**config.mk**
```make
export PLATFORM = sky130hd
export DESIGN_NAME = imem_loader
export DESIGN_NICKNAME = d
export VERILOG_FILES = /design/src/rtl/imem_loader_pkg.sv /design/src/rtl/imem_loader_word_packer.sv /design/src/rtl/imem_loader.sv
export SDC_FILE = /design/constraint.sdc
export NUM_CORES = 1
export LEC_CHECK = 0
export CORE_ASPECT_RATIO = 1.25
export CORE_UTILIZATION = 52
export DETAILED_ROUTE_END_ITERATION = 8
export HOLD_SLACK_MARGIN = 0.15
export PLACE_DENSITY = 0.95
export SYNTH_ARGS = -nofsm -noshare
export SYNTH_HDL_FRONTEND = slang
export SYNTH_SLANG_ARGS = --single-unit
export TNS_END_PERCENT = 100
```
**constraint.sdc**
```tcl
create_clock -name clk -period 3.9 [get_ports clk]
set_input_delay 0.78 -clock clk [delete_from_list [all_inputs] [get_ports clk]]
set_output_delay 0.78 -clock clk [all_outputs]
set_load 0.01 [all_outputs]
```
**src/rtl/imem_loader_pkg.sv**
```systemverilog
// Shared constants and loader state encoding for the instruction-memory write path.
// instr_mem and imem_loader both take their defaults from here.
package imem_loader_pkg;

    localparam int          IMEM_ADDR_WIDTH = 8;
    localparam logic [31:0] IMEM_HALT_WORD  = 32'hFFFF_FFFF;

    typedef enum logic [1:0] {
        LDR_IDLE  = 2'd0,
        LDR_RECV  = 2'd1,
        LDR_WRITE = 2'd2,
        LDR_DONE  = 2'd3
    } ldr_state_e;

endpackage

```
**src/rtl/imem_loader_word_packer.sv**
```systemverilog
// Packs four accepted bytes big-endian into one word. word is combinational so the
// completed word, including the byte being accepted now, is available in the same cycle.
module imem_loader_word_packer (
    input  logic        clk,
    input  logic        reset,
    input  logic        clear,
    input  logic        byte_en,
    input  logic [7:0]  byte_in,
    output logic        word_valid,
    output logic [31:0] word
);

    logic [1:0]  byte_idx;
    logic [23:0] lead_bytes;

    assign word_valid = byte_en && (byte_idx == 2'd3);
    assign word       = {lead_bytes, byte_in};

    always_ff @(posedge clk or negedge reset) begin
        if (!reset) begin
            byte_idx   <= 2'd0;
            lead_bytes <= 24'd0;
        end else if (clear) begin
            byte_idx   <= 2'd0;
            lead_bytes <= 24'd0;
        end else if (byte_en) begin
            // The index wraps from 3 to 0 as the fourth byte completes the word.
            lead_bytes <= {lead_bytes[15:0], byte_in};
            byte_idx   <= byte_idx + 2'd1;
        end
    end

endmodule

```
**src/rtl/imem_loader.sv**
```systemverilog
// Loads a byte stream into instruction memory as big-endian words from address 0 and
// keeps the CPU held until the halt word is written or the memory is full.
// Handshake: a byte transfers on a rising edge where i_byte_valid && o_byte_ready.
module imem_loader
    import imem_loader_pkg::*;
#(
    parameter int          ADDR_WIDTH = IMEM_ADDR_WIDTH,
    parameter logic [31:0] HALT_WORD  = IMEM_HALT_WORD
) (
    input  logic                  clk,
    input  logic                  reset,
    input  logic                  i_start,
    input  logic                  i_byte_valid,
    input  logic [7:0]            i_byte,
    output logic                  o_byte_ready,
    output logic                  o_imem_we,
    output logic [31:0]           o_imem_addr,
    output logic [31:0]           o_imem_wdata,
    output logic                  o_cpu_hold,
    output logic                  o_load_done,
    output logic                  o_overflow,
    output logic [ADDR_WIDTH:0]   o_word_count,
    output ldr_state_e            o_state
);

    localparam int unsigned        CAPACITY = 1 << ADDR_WIDTH;
    localparam logic [ADDR_WIDTH:0] LAST_IDX = (ADDR_WIDTH + 1)'(CAPACITY - 1);

    ldr_state_e  state, state_n;
    logic        start_ok, byte_take, word_valid, halt_hit, full_hit;
    logic [31:0] packed_word;

    // i_start has no effect while a word is being written.
    assign start_ok  = i_start && (state != LDR_WRITE);
    assign byte_take = i_byte_valid && o_byte_ready && !i_start;
    assign halt_hit  = (o_imem_wdata == HALT_WORD);
    assign full_hit  = (o_word_count == LAST_IDX);
    assign o_state   = state;

    imem_loader_word_packer u_packer (
        .clk        (clk),
        .reset      (reset),
        .clear      (start_ok),
        .byte_en    (byte_take),
        .byte_in    (i_byte),
        .word_valid (word_valid),
        .word       (packed_word)
    );

    always_ff @(posedge clk or negedge reset) begin
        if (!reset) state <= LDR_IDLE;
        else        state <= state_n;
    end

    always_comb begin
        state_n = state;
        case (state)
            LDR_IDLE:  if (i_start) state_n = LDR_RECV;
            LDR_RECV:  begin
                if (i_start)         state_n = LDR_RECV;
                else if (word_valid) state_n = LDR_WRITE;
            end
            LDR_WRITE: begin
                if (halt_hit || full_hit) state_n = LDR_DONE;
                else                      state_n = LDR_RECV;
            end
            LDR_DONE:  if (i_start) state_n = LDR_RECV;
            default:   state_n = LDR_IDLE;
        endcase
    end

    // Outputs are registered from the next state so they line up with the state register.
    always_ff @(posedge clk or negedge reset) begin
        if (!reset) begin
            o_byte_ready <= 1'b0;
            o_imem_we    <= 1'b0;
            o_imem_addr  <= 32'd0;
            o_imem_wdata <= 32'd0;
            o_cpu_hold   <= 1'b1;
            o_load_done  <= 1'b0;
            o_overflow   <= 1'b0;
            o_word_count <= '0;
        end else begin
            o_byte_ready <= (state_n == LDR_RECV);
            o_imem_we    <= (state_n == LDR_WRITE);
            o_cpu_hold   <= (state_n != LDR_DONE);
            o_load_done  <= (state_n == LDR_DONE);
            if (state_n == LDR_WRITE) begin
                o_imem_addr  <= 32'({o_word_count[ADDR_WIDTH-1:0], 2'b00});
                o_imem_wdata <= packed_word;
            end
            if (start_ok) begin
                o_word_count <= '0;
                o_overflow   <= 1'b0;
            end else if (state == LDR_WRITE) begin
                o_word_count <= o_word_count + 1'b1;
                if (!halt_hit && full_hit) o_overflow <= 1'b1;
            end
        end
    end

endmodule

```
==> impl_results.md <==
- CP Capture Type: register
- Root Buffer: clkbuf_8
- H-tree depth: 3
- Mapped Cells: 306
- Clock sink count: 82
- CTS Hold Buffers Added: 0
- Reg2reg start: o_word_count[0]
- WP data required: 4.15 ns
- Critical path arrival: 3.09 ns
- WHS: 0.506 ns
- Core area: 0.00693 mm2
- Post-synth EDFFs: 0
- Critical Path Start: i_start
- GRT Residual Overflow: 0
- Fin crit share: 72.9%
- Yosys warns: 0
- Pwr/cell area: 627 mW/mm2
- Share of the synthesized area in the top cell type: 54.8%
- Sequential area share after synthesis: 55.5%
- Run status: finished, final reports clean
- Min Tclk post-route: 2.84 ns
- Final Net Count: 390
- Worst setup path endpoint: o_imem_wdata[9]
- Setup Viol. Count Final: 0
- Largest net degree at the start of global routing: 83
- Vias in the first global route: 2395
- Final worst setup slack: 1.06 ns
- Largest buffer count on any clock path: 2
- Die Y: 96.3 um
- Row count: 34
- Vias/cell: 5.33
- Setup TNS: 0 ns
- Synth area leaders: dfrtp_1 55%, mux2_4 16%, nand2_1 5.6%
- TritonCTS buffer count: 9
- Synthesis-to-layout area growth: 21.8%
- DRC: 0
- Leakage power: 2.25 nW
- Share of layout cells above drive strength 1: 17.7%
- Initial antenna violation count: 0
- Die area: 0.00746 mm2
- Max Slew Vio Count: 0
- Post-route ant nets: 0
- Global-route wire length before repair: 12000 um
- VDD IR max: 0.362 mV
- Drt pass-1 iters: 4
- Async SR Flop Fraction: 100%
- Layout Skew: 0.00892 ns
- GRT Total Usage: 21.2%
- Post-DR wirelength/cell: 16.1 um
- Post-DP HPWL: 5110 um
- Leading area contributor after synthesis: dfrtp_1
- Unique masters post-synth: 32
- Post-CTS Repair Setup Buffers: 0
- Prevailing post-synth register cell: dfrtp_1
- Post-layout util: 65.0%
- Pre-CTS setup slack: 0.685 ns
- Boundary pin count: 92
- IO buf count: 67
- Max-Slew Margin vs Limit: 19.1%
- Die X-Extent: 77.4 um
- Clk slew on worst S/H paths: 0.08 ns
- Reg-to-Reg End: o_imem_wdata[10]
- Critical path type: input pin to register
- Slew at the pin closest to its max-slew limit: 1.21 ns
- Most frequent cells in the layout: 81 x dfrtp_1, 66 x clkdlybuf4s50_1, 55 x nand2_1
- Ant diodes: 0
- Crit-path max FO: 17
- FF-to-FF path depth: 8
- Startpoint types: input pin
- R2R Setup Slk: 1.15 ns
- Most common cell after layout, fill and taps aside: dfrtp_1
- Clock Latency Late Sink: 0.36 ns
- Routed WL: 7520 um
- Synth Register Bits: 82
- Syn avg cell area: 12.1 um2
- Cell Area, Synth: 0.00370 mm2
- CTS tree: done
- Overall via count from detail_route: 2494
- Initial Util: 53.3%
- Hold Violations, Final: 0
- HP Class: register to register
- CTS resizes: 0
- Initial DRC count: 249
- Max Cap Viol: 0
- GP Congestion: 0.788
- Fmax: 352 MHz
- RSZ-0062 raised after global routing: no
## report_power, final
group | internal [mW] | switching [mW]
sequential | 1.02 | 0.156
clock | 0.248 | 0.314
combinational | 0.596 | 0.487
total | 1.87 | 0.957
## through the flow
| step | power [mW] | cell area (um2) | cells |
|---|---|---|---|
| finish | 2.82 | 4510 | 468 |
| detailed placement | 2.27 | 4330 | 452 |
| floorplan | 1.89 | 3780 | 329 |
| global route | 2.96 | 4510 | 468 |
| global placement | 2.22 | 4330 | 452 |
| CTS | 2.83 | 4510 | 468 |
## registers in the layout (all words and copies together) (netlist names)
name / flops
u_packer.byte_idx: 2
o_imem_wdata: 32
o_byte_ready: 1
o_imem_addr: 8
o_cpu_hold: 1
o_overflow: 1
o_load_done: 1
u_packer.lead_bytes: 24
o_state: 2
o_imem_we: 1
o_word_count: 9
## cell families (layout without fill, tap and decap cells)
group | count (synthesis) | count (layout) | synth area share, %
simple gates | 114 | 114 | 14.4
flops | 82 | 82 | 55.5
buf+inv | 43 | 92 | 7.85
mux | 42 | 42 | 16.7
compound gates | 19 | 19 | 3.76
fa+ha+maj | 5 | 5 | 1.69
other cells | 1 | 24 | 0.101
## area by class of cell
cell class	count	area [um2]
multi-input combinational	204	1440
inverter	5	18.8
clock buffer	10	138
timing repair buffer	71	698
fill	488	2430
sequential	82	2050
clock inverter	6	42.5
tap	90	113
## layer usage
metal / wire, um / vias up / global-route usage (%) / share of wire (%)
met3: 365 / 17 / 3.60 / 4.9
met5: 0 / - / 0 / 0
met1: 3140 / 1241 / 27.3 / 42
li1: - / 1141 / - / -
met2: 3790 / 95 / 34.2 / 50
met4: 227 / 0 / 11.8 / 3.0
## worst min path at each step
stage / start / endpoint / slack [ns] / depth (start not counted)
6_report: o_overflow / o_overflow / 0.51 / 1
5_1_grt: o_overflow / o_overflow / 0.52 / 1
4_1_cts: o_overflow / o_overflow / 0.51 / 1
3_5_place_dp: o_overflow / o_overflow / 0.49 / 1
3_3_place_gp: u_packer.lead_bytes[21] / u_packer.lead_bytes[21] / 0.48 / 2
2_1_floorplan: u_packer.lead_bytes[2] / u_packer.lead_bytes[10] / 0.46 / 2
## critical path, cell delays in order
cell	delay [ns]
clkdlybuf4s50_1	0.54
nand3b_4	0.22
o21ai_2	0.16
o22ai_2	0.14
or3_2	0.61
buf_4	0.31
mux2_4	0.32
## synth_stat cells, drive strengths merged (2+ instances only)
master and count:
o211ai 3, buf 30, nand4 11, o31ai 4, mux2 41, nor2 7
inv 5, dfrtp 81, nand2b 2, nor2b 2, nand3 32, ha 5
o21ai 5, nand2 55, clkbuf 8, a21oi 2, nor4 2
(Power assumes the default switching activity.)
